[src/rtl/fwd_hazard_ctrl.sv]
// Forwarding-select and hazard controller for the 5-stage 16-bit pipeline.
// Tracks EX/MEM/WB destination shadows and generates stall/bubble/mux selects.
module fwd_hazard_ctrl #(
    parameter int RAW       = 4,
    parameter int HI_REG    = 0,
    parameter int MC_CYCLES = 4
) (
    input  logic           clk,
    input  logic           rst_n,
    input  logic           id_valid,
    input  logic [RAW-1:0] id_rs,
    input  logic [RAW-1:0] id_rt,
    input  logic           id_uses_rs,
    input  logic           id_uses_rt,
    input  logic [RAW-1:0] id_rd,
    input  logic           id_wr_lo,
    input  logic           id_wr_hi,
    input  logic           id_is_load,
    input  logic           id_is_mc,
    output logic           stall,
    output logic           ex_bubble,
    output logic [2:0]     src_a,
    output logic [2:0]     src_b,
    output logic           mc_busy,
    output logic           o_dbg_state
);

    localparam int CW = $clog2(MC_CYCLES) + 1;

    typedef enum logic {S_RUN = 1'b0, S_MC = 1'b1} state_t;

    typedef struct packed {
        logic           valid;
        logic [RAW-1:0] rs;
        logic [RAW-1:0] rt;
        logic           uses_rs;
        logic           uses_rt;
        logic [RAW-1:0] rd;
        logic           wr_lo;
        logic           wr_hi;
        logic           is_load;
        logic           is_mc;
    } shadow_t;

    state_t          r_state, w_state_nxt;
    logic [CW-1:0]   r_cnt, w_cnt_nxt;
    shadow_t         r_ex, r_mem, r_wb;
    shadow_t         w_ex_nxt, w_mem_nxt, w_wb_nxt;
    shadow_t         w_id;
    logic            w_load_use;
    logic            w_unused;

    // MEM holding a load never forwards: its data only exists from WB onward.
    function automatic logic [2:0] f_sel(input logic uses, input logic [RAW-1:0] src,
                                         input shadow_t ex, input shadow_t mem,
                                         input shadow_t wb);
        logic [2:0] sel;
        sel = 3'b000;
        if (uses && ex.valid) begin
            if (mem.valid && !mem.is_load && mem.wr_lo && mem.rd == src)
                sel = 3'b010;
            else if (mem.valid && !mem.is_load && mem.wr_hi && RAW'(HI_REG) == src)
                sel = 3'b001;
            else if (wb.valid && wb.wr_lo && wb.rd == src)
                sel = 3'b100;
            else if (wb.valid && wb.wr_hi && RAW'(HI_REG) == src)
                sel = 3'b011;
        end
        return sel;
    endfunction

    always_comb begin
        w_id.valid   = id_valid;
        w_id.rs      = id_rs;
        w_id.rt      = id_rt;
        w_id.uses_rs = id_uses_rs;
        w_id.uses_rt = id_uses_rt;
        w_id.rd      = id_rd;
        w_id.wr_lo   = id_wr_lo;
        w_id.wr_hi   = id_wr_hi;
        w_id.is_load = id_is_load;
        w_id.is_mc   = id_is_mc;
    end

    assign w_load_use = r_ex.valid && r_ex.is_load && r_ex.wr_lo && id_valid &&
                        ((id_uses_rs && id_rs == r_ex.rd) ||
                         (id_uses_rt && id_rt == r_ex.rd));

    // The mc op enters MC on the edge that moves it into EX, so its first
    // EX cycle already stalls; the release cycle (back in RUN) is the last.
    always_comb begin
        w_state_nxt = r_state;
        w_cnt_nxt   = r_cnt;
        w_ex_nxt    = r_ex;
        w_mem_nxt   = r_ex;
        w_wb_nxt    = r_mem;
        stall       = 1'b0;
        mc_busy     = 1'b0;
        case (r_state)
            S_RUN: begin
                if (w_load_use) begin
                    stall    = 1'b1;
                    w_ex_nxt = '0;
                end else begin
                    w_ex_nxt = id_valid ? w_id : '0;
                    if (id_valid && id_is_mc) begin
                        w_state_nxt = S_MC;
                        w_cnt_nxt   = CW'(MC_CYCLES - 1);
                    end
                end
            end
            S_MC: begin
                stall     = 1'b1;
                mc_busy   = 1'b1;
                w_ex_nxt  = r_ex;
                w_mem_nxt = '0;
                w_cnt_nxt = r_cnt - CW'(1);
                if (r_cnt == CW'(1))
                    w_state_nxt = S_RUN;
            end
            default: w_state_nxt = S_RUN;
        endcase
    end

    always_ff @(posedge clk or negedge rst_n) begin
        if (!rst_n) begin
            r_state <= S_RUN;
            r_cnt   <= '0;
            r_ex    <= '0;
            r_mem   <= '0;
            r_wb    <= '0;
        end else begin
            r_state <= w_state_nxt;
            r_cnt   <= w_cnt_nxt;
            r_ex    <= w_ex_nxt;
            r_mem   <= w_mem_nxt;
            r_wb    <= w_wb_nxt;
        end
    end

    assign src_a       = f_sel(r_ex.uses_rs, r_ex.rs, r_ex, r_mem, r_wb);
    assign src_b       = f_sel(r_ex.uses_rt, r_ex.rt, r_ex, r_mem, r_wb);
    assign ex_bubble   = !r_ex.valid;
    assign o_dbg_state = r_state;

    // Shadow fields kept for debug visibility but not consumed by any logic.
    assign w_unused = ^{r_ex, r_mem, r_wb};

endmodule

[config.mk]
export PLATFORM = sky130hd
export DESIGN_NAME = fwd_hazard_ctrl
export DESIGN_NICKNAME = d
export VERILOG_FILES = /design/src/rtl/fwd_hazard_ctrl.sv
export SDC_FILE = /design/constraint.sdc
export NUM_CORES = 1
export LEC_CHECK = 0
export CAP_MARGIN = 30
export CORE_MARGIN = 2
export CORE_UTILIZATION = 41
export DETAILED_ROUTE_END_ITERATION = 12
export GPL_ROUTABILITY_DRIVEN = 0
export GPL_TIMING_DRIVEN = 0
export PLACE_DENSITY = 0.73
export SLEW_MARGIN = 20
export SYNTH_ARGS = -nofsm -noshare
export SYNTH_HDL_FRONTEND = slang
export SYNTH_SLANG_ARGS = --single-unit
[constraint.sdc]
create_clock -name clk -period 1.7 [get_ports clk]
set_input_delay 0.34 -clock clk [delete_from_list [all_inputs] [get_ports clk]]
set_output_delay 0.34 -clock clk [all_outputs]
set_load 0.1 [all_outputs]
==> reports/qor.txt, run 1 <==
status = complete, but fails checks
failing checks = setup timing
Worst R2R Start = r_ex[1]
first-pass iteration count of the detailed router = 4
FF-to-FF path depth = 7
final-layout fill cell count = 336
endpoints failing hold = 0
Multi-input gate area = 0.00111 mm²
Worst setup EP type = output port
CP delay by family, top = buffers and inverters
core region area = 0.00435 mm²
CTS sink cnt = 37
Pint = 2520 µW
# IOs = 31
antenna violations before repair = 0
final worst-path cycle share = 139%
largest net degree at the start of global routing = 26
Final Slew Violations = 0
Switching Share = 45.2%
Die Y-Extent = 71.4 µm
first-pass GRT wire length = 7.76 mm
max-cap viol count = 0
crit start category = primary input
WL final = 4.53 mm
H-tree levels = 2
unrepaired setup endpoints after global routing = yes
Max transition margin = 64.0%
CTS clk-pin slew, worst paths = 70 ps
HP Class = flop to flop
Port Buffer Count = 30
R2R setup slack = -160 ps
Seq/Total Area, Yosys = 49.7%
synthesized cell area = 0.00186 mm²
Flop pwr share = 36.3%
worst path cell trace = clkdlybuf4s50_1, xor2_1, nor4_2, nand3_1, buf_4, nand2_2, or2_4, buf_12
pre-CTS WS = -1700 ps
Crit path arrival time = 2020 ps
Max stage delay cell, worst path = clkdlybuf4s50_1
Top FF cell, synth = dfrtp_1
Hold Path Cell Cnt = 0
min-delay src = r_mem[3]
Congestion Overflow GR = 0
effective utilization at floorplan = 42.8%
Post-Syn Area per Cell = 9.61 µm²
Chip Width = 71.4 µm
placement row count = 24
Clock Tree Buf Depth = 2
worst stage delay on the critical path = 440 ps
maximum clock rate = 423 MHz
Placed Cells = 277
All-Layer GR Usage = 19.5%
Layout area overhead = 50.9%
Worst Skew = 3.36 ps
Mapped Cells = 194
synthesized flop and latch total = 37
R2R Path End = r_cnt[1]
Peak VDD IR = 1.17 mV
area occupied by registers = 937 µm²
worst hold slack = 395 ps
Ant. Diodes = 0
Cell Count, Final, Fillers Out = 302
EDFF count, synth = 0
Worst Hold End = r_wb[3]
Synth cell types = 31
setup ws final = -663 ps
clock share of power = 12.9%
fin crit period = 2360 ps
Num CTS Buffers = 5
CP bufs+invs = 3
Crit Path Max Fanout = 10
Worst-Margin Slew = 543 ps
number of DRC markers in iteration 0 = 59
antenna viol nets, final = 0
Routed wire per std cell = 15.0 µm
PwrDens = 1630 mW/mm²
number of global-route vias before repair = 1587
Clk Latency, worst-skew pair = 290 ps
Setup Viol. Count Final = 24
Worst Path Required = 1360 ps
clk root buf = clkbuf_8
post-synth net total = 217
DRC Markers = 0
critical path type = primary input to output port
CTS tree = built
Vias = 1604
dpl hpwl = 2.99 mm
YS warnings = 0
Die ar. = 0.00510 mm²
Leakage Power = 0.00115 µW
Via density = 5.31
final setup TNS = -4610 ps
share of layout cells above drive strength 1 = 32.0%
total power = 4600 µW
NetSw = 2080 µW
Nets = 272
Post-synth ARST share = 100%
Comb pwr share = 50.8%
## routing by layer
metal / GRT usage [%] / wire length, µm
met1: 26.1 / 2000
met2: 31.7 / 2300
met3: 4.36 / 159
met4: 6.29 / 74
met5: 0 / 0
## synthesized netlist by cell type, types with 4 or more instances
| cell type | n | area share [%] |
|---|---|---|
| nor2b_1 | 8 | 2.7 |
| nand4_1 | 21 | 7.0 |
| nor2_1 | 6 | 1.2 |
| xnor2_1 | 13 | 6.1 |
| clkbuf_1 | 9 | 1.8 |
| o21ai_0 | 20 | 5.4 |
| xor2_1 | 12 | 5.6 |
| nor4_1 | 6 | 2.0 |
| dfrtp_1 | 37 | 50 |
| inv_1 | 6 | 1.2 |
| nand2_1 | 27 | 5.4 |
| nand3_1 | 4 | 1.1 |
## logic make-up (layout without fill, tap and decap cells)
logic type	after synthesis	count (layout)	synth area share, %
compound gates	29	29	9.33
xor+xnor	25	25	11.7
fa+ha+maj	2	2	1.34
buf+inv	19	75	4.56
flops	37	37	49.7
mux	1	1	0.537
simple gates	81	81	22.8
## what timing repair did
action	in CTS	in global routing
gates resized for setup	94	33
endpoints found under the setup margin	32	30
setup buffers	8	8
pin swaps	13	19
cloned	0	0
hold buffers	1	0
endpoints found under the hold margin	12	0
## cells in the final DEF, fill, tap and decap left out, drive strengths merged, types with 2 or more instances in the layout
| cell | Yosys | layout |
|---|---|---|
| and3 | 2 | 2 |
| nor2b | 8 | 8 |
| xnor2 | 13 | 13 |
| nand2 | 27 | 27 |
| nand3 | 4 | 4 |
| dlygate4sd2 | 0 | 3 |
| xor2 | 12 | 12 |
| dfrtp | 37 | 37 |
| a41oi | 2 | 2 |
| nor4 | 6 | 6 |
| or4 | 2 | 2 |
| or2 | 2 | 2 |
| inv | 6 | 6 |
| nor2 | 6 | 6 |
| o21ai | 20 | 20 |
| buf | 4 | 31 |
| clkdlybuf4s15 | 0 | 2 |
| clkdlybuf4s50 | 0 | 16 |
| clkbuf | 9 | 14 |
| clkinv | 0 | 2 |
| ha | 2 | 2 |
| nand4 | 21 | 21 |
| nor3 | 2 | 2 |
| a31oi | 2 | 2 |
## how the worst max path moves through the flow
stage,startpoint,to,slack (ps),cells past startpoint
3_5_place_dp,id_valid,stall,-1700,8
5_1_grt,id_rs[2],stall,-730,8
3_3_place_gp,id_valid,stall,-1710,8
6_report,id_rs[2],stall,-660,8
2_1_floorplan,r_ex[10],src_b[0],-540,4
4_1_cts,r_ex[4],stall,-620,7
## worst reg2reg max path, delay by kind of cell, from the launching register on
family | cells | cell delay (ps)
multiplexers | 1 | 80
buffers and inverters | 2 | 270
AND/OR/NAND/NOR | 3 | 840
AO/OA/AOI/OAI | 1 | 160
flip-flops | 1 | 390
## state kept, by name (all words and copies together) (netlist names)
signal and flops:
r_ex 18, o_dbg_state 1, r_wb 7, r_mem 8, r_cnt 3
## layout make-up
class,instances,area share [%]
plain buffers,13,2.71
clock buffers,6,2.58
clock inverters,2,0.356
inverters,6,0.800
multi-input cells,138,39.5
flip-flops and latches,37,33.3
well taps,52,2.31
repair buffers,48,18.5
## metrics by stage
stage	area, µm²	util, %
after detailed placement	2350	54.0
after global placement	2330	53.5
final	2810	64.6
after floorplan	1960	-
after CTS	2650	60.9
after global routing	2810	64.6
## power by group through the flow
stage | Combinational (µW) | Sequential (µW) | Clock [µW]
2_1_floorplan | 1300 | 1610 | 0
3_3_place_gp | 1740 | 1600 | 0
3_5_place_dp | 1780 | 1610 | 0
4_1_cts | 2060 | 1620 | 599
5_1_grt | 2540 | 1720 | 640
6_report | 2340 | 1670 | 591
Note: power is estimated with default switching activity, not from simulation.
==> run 2: changes to the inputs <==
--- a/config.mk
+++ b/config.mk
@@ -7,11 +7,11 @@
 export LEC_CHECK = 0
 export CAP_MARGIN = 30
 export CORE_MARGIN = 2
-export CORE_UTILIZATION = 41
+export CORE_UTILIZATION = 47
 export DETAILED_ROUTE_END_ITERATION = 12
 export GPL_ROUTABILITY_DRIVEN = 0
 export GPL_TIMING_DRIVEN = 0
-export PLACE_DENSITY = 0.73
+export PLACE_DENSITY = 0.81
 export SLEW_MARGIN = 20
 export SYNTH_ARGS = -nofsm -noshare
 export SYNTH_HDL_FRONTEND = slang
==> constraint.sdc (replaced) <==
create_clock -name clk -period 1.9 [get_ports clk]
set_input_delay 0.38 -clock clk [delete_from_list [all_inputs] [get_ports clk]]
set_output_delay 0.38 -clock clk [all_outputs]
set_load 0.1 [all_outputs]
==> reports/qor.txt, run 2 (synthesis results as in run 1) <==
most common cell after layout, fill and taps aside = dfrtp_1 (unchanged)
R2R setup slack = 0 ps (was -160 ps)
share of layout cells above drive strength 1 = 29.6% (was 32.0%)
H-tree levels = 2 (unchanged)
Layout area overhead = 47.4% (was 50.9%)
Worst Path Required = 1520 ps (was 1360 ps)
worst stage delay on the critical path = 520 ps (was 440 ps)
commonest cells after routing, fill and taps aside = 29 x dfrtp_1, 25 x nand2_1, 21 x nand4_1, 20 x o21ai_0, 16 x clkdlybuf4s50_1 (was 28 x dfrtp_1, 25 x nand2_1, 21 x nand4_1, 16 x buf_4, 16 x clkdlybuf4s50_1)
R2R Path End = r_cnt[1] (unchanged)
largest registers = r_ex (18), r_mem (8), r_wb (7) (unchanged)
Crit path arrival time = 2000 ps (was 2020 ps)
CTS tree = built (unchanged)
CTS clk-pin slew, worst paths = 80 ps (was 70 ps)
CP delay by family, top = simple AND/OR/NAND/NOR gates (was buffers and inverters)
setup ws final = -475 ps (was -663 ps)
Leakage Power = 0.00113 µW (was 0.00115 µW)
Peak VDD IR = 0.916 mV (was 1.17 mV)
Worst Skew = 4.20 ps (was 3.36 ps)
area occupied by registers = 936 µm² (was 937 µm²)
Setup Viol. Count Final = 7 (was 24)
Worst-Margin Slew = 950 ps (was 543 ps)
final-layout fill cell count = 291 (was 336)
Ant. Diodes = 0 (unchanged)
Crit Path Max Fanout = 4 (was 10)
first-pass GRT wire length = 7.60 mm (was 7.76 mm)
clk root buf = clkbuf_8 (unchanged)
Max stage delay cell, worst path = or4_4 (was clkdlybuf4s50_1)
dpl hpwl = 3.02 mm (was 2.99 mm)
Biggest register = r_ex (unchanged)
max-cap viol count = 0 (unchanged)
worst hold slack = 26.2 ps (was 395 ps)
endpoints failing hold = 0 (unchanged)
Worst setup EP type = output port (unchanged)
status = complete, but fails checks (unchanged)
critical path type = flop to output port (was primary input to output port)
Clk Latency, worst-skew pair = 290 ps (about the same)
fin crit period = 2380 ps
unrepaired setup endpoints after global routing = yes (unchanged)
Nets = 269 (was 272)
maximum clock rate = 421 MHz
area post-placement = 0.00234 mm² (was 0.00235 mm²)
FF-to-FF path depth = 7 (unchanged)
antenna viol nets, final = 0 (unchanged)
Clock Tree Buf Depth = 2 (unchanged)
Final Slew Violations = 0 (unchanged)
# IOs = 31 (unchanged)
Vias = 1637 (was 1604)
antenna violations before repair = 0 (unchanged)
CTS sink cnt = 37 (unchanged)
number of DRC markers in iteration 0 = 47 (was 59)
max reg flops = 18 (unchanged)
failing checks = setup timing (unchanged)
first-pass iteration count of the detailed router = 4 (unchanged)
DR WL met2 = 2.43 mm (was 2.30 mm)
WL final = 4.58 mm (was 4.53 mm)
met3 WL = 218 µm (was 159 µm)
placement row count = 22 (was 24)
Routed wire per std cell = 15.5 µm (was 15.0 µm)
worst path cell trace = and4_4, nand2_1, or4_4, buf_6, nand2_2, or2_4, buf_12 (was clkdlybuf4s50_1, xor2_1, nor4_2, nand3_1, buf_4, nand2_2, or2_4, buf_12)
Die ar. = 0.00449 mm² (was 0.00510 mm²)
final worst-path cycle share = 125%
Congestion Overflow GR = 0 (unchanged)
top layer in use = met4 (unchanged)
Multi-input gate area = 0.00108 mm² (was 0.00111 mm²)
Final Core Density = 73.4% (was 64.6%)
HP Class = primary input to async pin (was flop to flop)
Max transition margin = 36.9% (was 64.0%)
Num CTS Buffers = 5 (unchanged)
largest net degree at the start of global routing = 20 (was 26)
CP bufs+invs = 2 (was 3)
All-Layer GR Usage = 23.1% (was 19.5%)
Chip Width = 67.0 µm (was 71.4 µm)
PwrDens = 1470 mW/mm² (was 1630 mW/mm²)
Worst R2R Start = r_ex[18] (was r_ex[1])
Layout Cell Area excl Fill = 0.00275 mm² (was 0.00281 mm²)
DRC Markers = 0 (unchanged)
Port Buffer Count = 30 (unchanged)
Die Y-Extent = 67.0 µm (was 71.4 µm)
number of global-route vias before repair = 1639 (was 1587)
routed length on met1 = 1.87 mm (was 2.00 mm)
crit start category = flop (was primary input)
total power = 4030 µW (was 4600 µW)
core region area = 0.00374 mm² (was 0.00435 mm²)
Via density = 5.55 (was 5.31)
effective utilization at floorplan = 49.8% (was 42.8%)
run 2: cell types whose count changed in the layout (fill, tap and decap cells not counted), moves of 2 or more:
| cell | delta |
|---|---|
| buf_8 | -2 |
| xor2_2 | -3 |
| o21ai_0 | +8 |
| buf_4 | -2 |
| xor2_1 | +3 |
| o21ai_1 | -8 |
run 2: power breakdown:
group	internal [µW]	switching [µW]	total (µW)	leakage (µW)
clock network	253	286	539	0.0000439
logic	831	1160	1990	0.000611
registers	1110	392	1500	0.000471
total	2190	1840	4030	0.00113
run 2: timing repair:
action	CTS	global route
endpoints found under the setup margin	16	22
setup buffers	11	3
pin swaps	13	10
hold endpoints to repair	0	0
hold buffers	0	0
gates resized for setup	90	16
run 2: worst max path at each step:
stage	from	endpoint	cells after the start
floorplan	r_ex[10]	src_b[0]	4
global placement	id_valid	stall	8
detailed placement	id_valid	stall	8
CTS	r_ex[4]	stall	7
global route	r_ex[18]	stall	7
finish	r_ex[18]	stall	7
run 2: metrics by stage:
step	instances	setup WS, ps	setup TNS, ps
2_1_floorplan	194	-380	-1610
3_3_place_gp	272	-1590	-26330
6_report	295	-475	-2500
5_1_grt	295	-549	-3310
4_1_cts	292	-477	-2460
3_5_place_dp	273	-1620	-13960
run 2: layout make-up:
cell class	count	share of cell area [%]
clock buffer	5	2.50
clock inverter	3	0.637
timing repair buffer	45	18.0
inverter	6	0.819
multi-input combinational	138	39.4
sequential	37	34.0
tap	48	2.18
buffer	13	2.37
run 2: metal layers:
layer | GRT usage (%) | up-vias
li1 | - | 782
met1 | 28.5 | 800
met2 | 39.8 | 46
met3 | 4.39 | 9
met4 | 8.93 | 0
met5 | 0 | -
==> run 3: changes to the inputs <==
--- a/config.mk
+++ b/config.mk
@@ -9,8 +9,9 @@
 export CORE_MARGIN = 2
 export CORE_UTILIZATION = 47
 export DETAILED_ROUTE_END_ITERATION = 12
-export GPL_ROUTABILITY_DRIVEN = 0
+export GPL_ROUTABILITY_DRIVEN = 1
 export GPL_TIMING_DRIVEN = 0
+export HOLD_SLACK_MARGIN = 0.02
 export PLACE_DENSITY = 0.81
 export SLEW_MARGIN = 20
 export SYNTH_ARGS = -nofsm -noshare
==> constraint.sdc (replaced) <==
create_clock -name clk -period 2 [get_ports clk]
set_input_delay 0.4 -clock clk [delete_from_list [all_inputs] [get_ports clk]]
set_output_delay 0.4 -clock clk [all_outputs]
set_load 0.1 [all_outputs]
==> reports/qor.txt, run 3 (synthesis results as in run 1) <==
final-layout fill cell count = 263 (was 291)
dpl hpwl = 3.06 mm (was 3.02 mm)
Worst Hold End = r_wb[18]
CTS clk-pin slew, worst paths = 60 ps (was 80 ps)
setup ws final = -350 ps (was -475 ps)
final worst-path cycle share = 118%
Hold Path Cell Cnt = 0
WL final = 4.75 mm (was 4.58 mm)
Biggest register = r_ex (unchanged)
clk root buf = clkbuf_8 (unchanged)
Nets = 271 (was 269)
PwrDens = 1370 mW/mm² (was 1470 mW/mm²)
Ant. Diodes = 0 (unchanged)
Worst Path Required = 1600 ps (was 1520 ps)
commonest cells after routing, fill and taps aside = 29 x dfrtp_1, 25 x nand2_1, 21 x nand4_1, 20 x o21ai_0, 18 x buf_4 (was 29 x dfrtp_1, 25 x nand2_1, 21 x nand4_1, 20 x o21ai_0, 16 x clkdlybuf4s50_1)
Routed wire per std cell = 16.0 µm (was 15.5 µm)
Placed Cells = 273 (unchanged)
failing checks = setup timing (unchanged)
first-pass iteration count of the detailed router = 4 (unchanged)
endpoints failing hold = 0 (unchanged)
antenna violations before repair = 0 (unchanged)
min-delay src = r_mem[18]
largest net degree at the start of global routing = 25 (was 20)
number of DRC markers in iteration 0 = 53 (was 47)
critical path type = primary input to output port (was flop to output port)
Worst R2R Start = r_ex[5] (was r_ex[18])
DRC Markers = 0 (unchanged)
Final Slew Violations = 0 (unchanged)
Peak VDD IR = 0.960 mV (was 0.916 mV)
final setup TNS = -1780 ps (was -2500 ps)
FF-to-FF path depth = 6 (was 7)
All-Layer GR Usage = 23.9% (was 23.1%)
Chip Width = 67.0 µm (unchanged)
number of global-route vias before repair = 1585 (was 1639)
effective utilization at floorplan = 49.8% (unchanged)
max-cap viol count = 0 (unchanged)
maximum clock rate = 426 MHz
pre-CTS WS = -1530 ps (was -1620 ps)
Die ar. = 0.00449 mm² (unchanged)
Max transition margin = 37.0% (was 36.9%)
core region area = 0.00374 mm² (unchanged)
Port Buffer Count = 30 (unchanged)
Final Core Density = 74.0% (was 73.4%)
R2R Path End = r_cnt[1] (unchanged)
crit start category = primary input (was flop)
status = complete, but fails checks (unchanged)
Via density = 5.64 (was 5.55)
Leakage Power = 0.00116 µW (was 0.00113 µW)
placement row count = 22 (unchanged)
largest registers = r_ex (18), r_mem (8), r_wb (7) (unchanged)
Num CTS Buffers = 5 (unchanged)
# IOs = 31 (unchanged)
Clk Latency, worst-skew pair = 290 ps (about the same)
CTS sink cnt = 37 (unchanged)
most common cell after layout, fill and taps aside = dfrtp_1 (unchanged)
Clock Tree Buf Depth = 2 (unchanged)
HP Class = flop to flop (was primary input to async pin)
Die Y-Extent = 67.0 µm (unchanged)
R2R setup slack = 150 ps (was 0 ps)
Layout area overhead = 48.7% (was 47.4%)
antenna viol nets, final = 0 (unchanged)
Worst setup EP type = output port (unchanged)
Setup Viol. Count Final = 7 (unchanged)
max reg flops = 18 (unchanged)
Crit path arrival time = 1950 ps (was 2000 ps)
Crit Path Max Fanout = 6 (was 4)
share of layout cells above drive strength 1 = 29.4% (was 29.6%)
Final Wtd Congestion = 0.855
Vias = 1669 (was 1637)
fin crit period = 2350 ps
worst stage delay on the critical path = 450 ps (was 520 ps)
CTS tree = built (unchanged)
Congestion Overflow GR = 0 (unchanged)
Max stage delay cell, worst path = clkdlybuf4s50_1 (was or4_4)
Worst-Margin Slew = 948 ps (was 950 ps)
Cell Count, Final, Fillers Out = 296 (was 295)
worst path cell trace = clkdlybuf4s50_1, xor2_1, nor4_2, nand3_1, buf_6, nand2_2, or2_4, buf_12 (was and4_4, nand2_1, or4_4, buf_6, nand2_2, or2_4, buf_12)
H-tree levels = 2 (unchanged)
unrepaired setup endpoints after global routing = yes (unchanged)
worst hold slack = 396 ps (was 26.2 ps)
first-pass GRT wire length = 7.78 mm (was 7.60 mm)
Worst Skew = 7.99 ps (was 4.20 ps)
## run 3: worst max-delay path, delay by kind of cell
kind                      cells  cell delay (ps)
buffers and inverters         3              780
and+or+nand+nor               4              610
xor gates and xnor gates      1              170
## run 3: worst max path at each step
| stage | from | endpoint | slack (ps) | cells after the start |
|---|---|---|---|---|
| final | id_rs[3] | stall | -350 | 8 |
| after global placement | id_valid | stall | -1520 | 8 |
| after global routing | r_ex[5] | stall | -390 | 6 |
| after floorplan | r_ex[10] | src_b[0] | -300 | 4 |
| after detailed placement | id_valid | stall | -1530 | 8 |
| after CTS | r_ex[5] | stall | -410 | 7 |
## run 3: cell type report
cell class / instances / area [µm²] / area share, %
plain buffers: 11 / 53.8 / 1.94
multi-input cells: 138 / 1100 / 39.5
inverters: 6 / 22.5 / 0.813
clock inverters: 1 / 5.00 / 0.181
flip-flops and latches: 37 / 936 / 33.8
clock buffers: 6 / 72.6 / 2.62
repair buffers: 49 / 526 / 19.0
well taps: 48 / 60.1 / 2.17
## run 3: power breakdown
group | switching (µW) | total (µW) | leakage, µW | internal, µW
clock network | 243 | 480 | 0.0000410 | 237
registers | 362 | 1420 | 0.000471 | 1060
logic | 1130 | 1910 | 0.000652 | 782
## run 3: timing repair
action,4_1_cts,5_1_grt
hold buffers,1,0
endpoints found under the hold margin,13,0
endpoints found under the setup margin,10,18
gates resized for setup,92,15
setup buffers,10,7
pin swaps,14,14
## run 3: through the flow
| stage | cell area [µm²] | power [µW] |
|---|---|---|
| 3_3_place_gp | 2320 | 2820 |
| 2_1_floorplan | 1960 | 2460 |
| 5_1_grt | 2770 | 4060 |
| 3_5_place_dp | 2340 | 2870 |
| 6_report | 2770 | 3810 |
| 4_1_cts | 2660 | 3630 |
## run 3: per-layer routing
layer / vias up / global-route usage (%) / part of all wire, %
li1: 788 / - / -
met1: 810 / 29.4 / 39
met2: 62 / 41.9 / 54
met3: 9 / 4.39 / 5.1
met4: 0 / 8.16 / 2.1
met5: - / 0 / 0
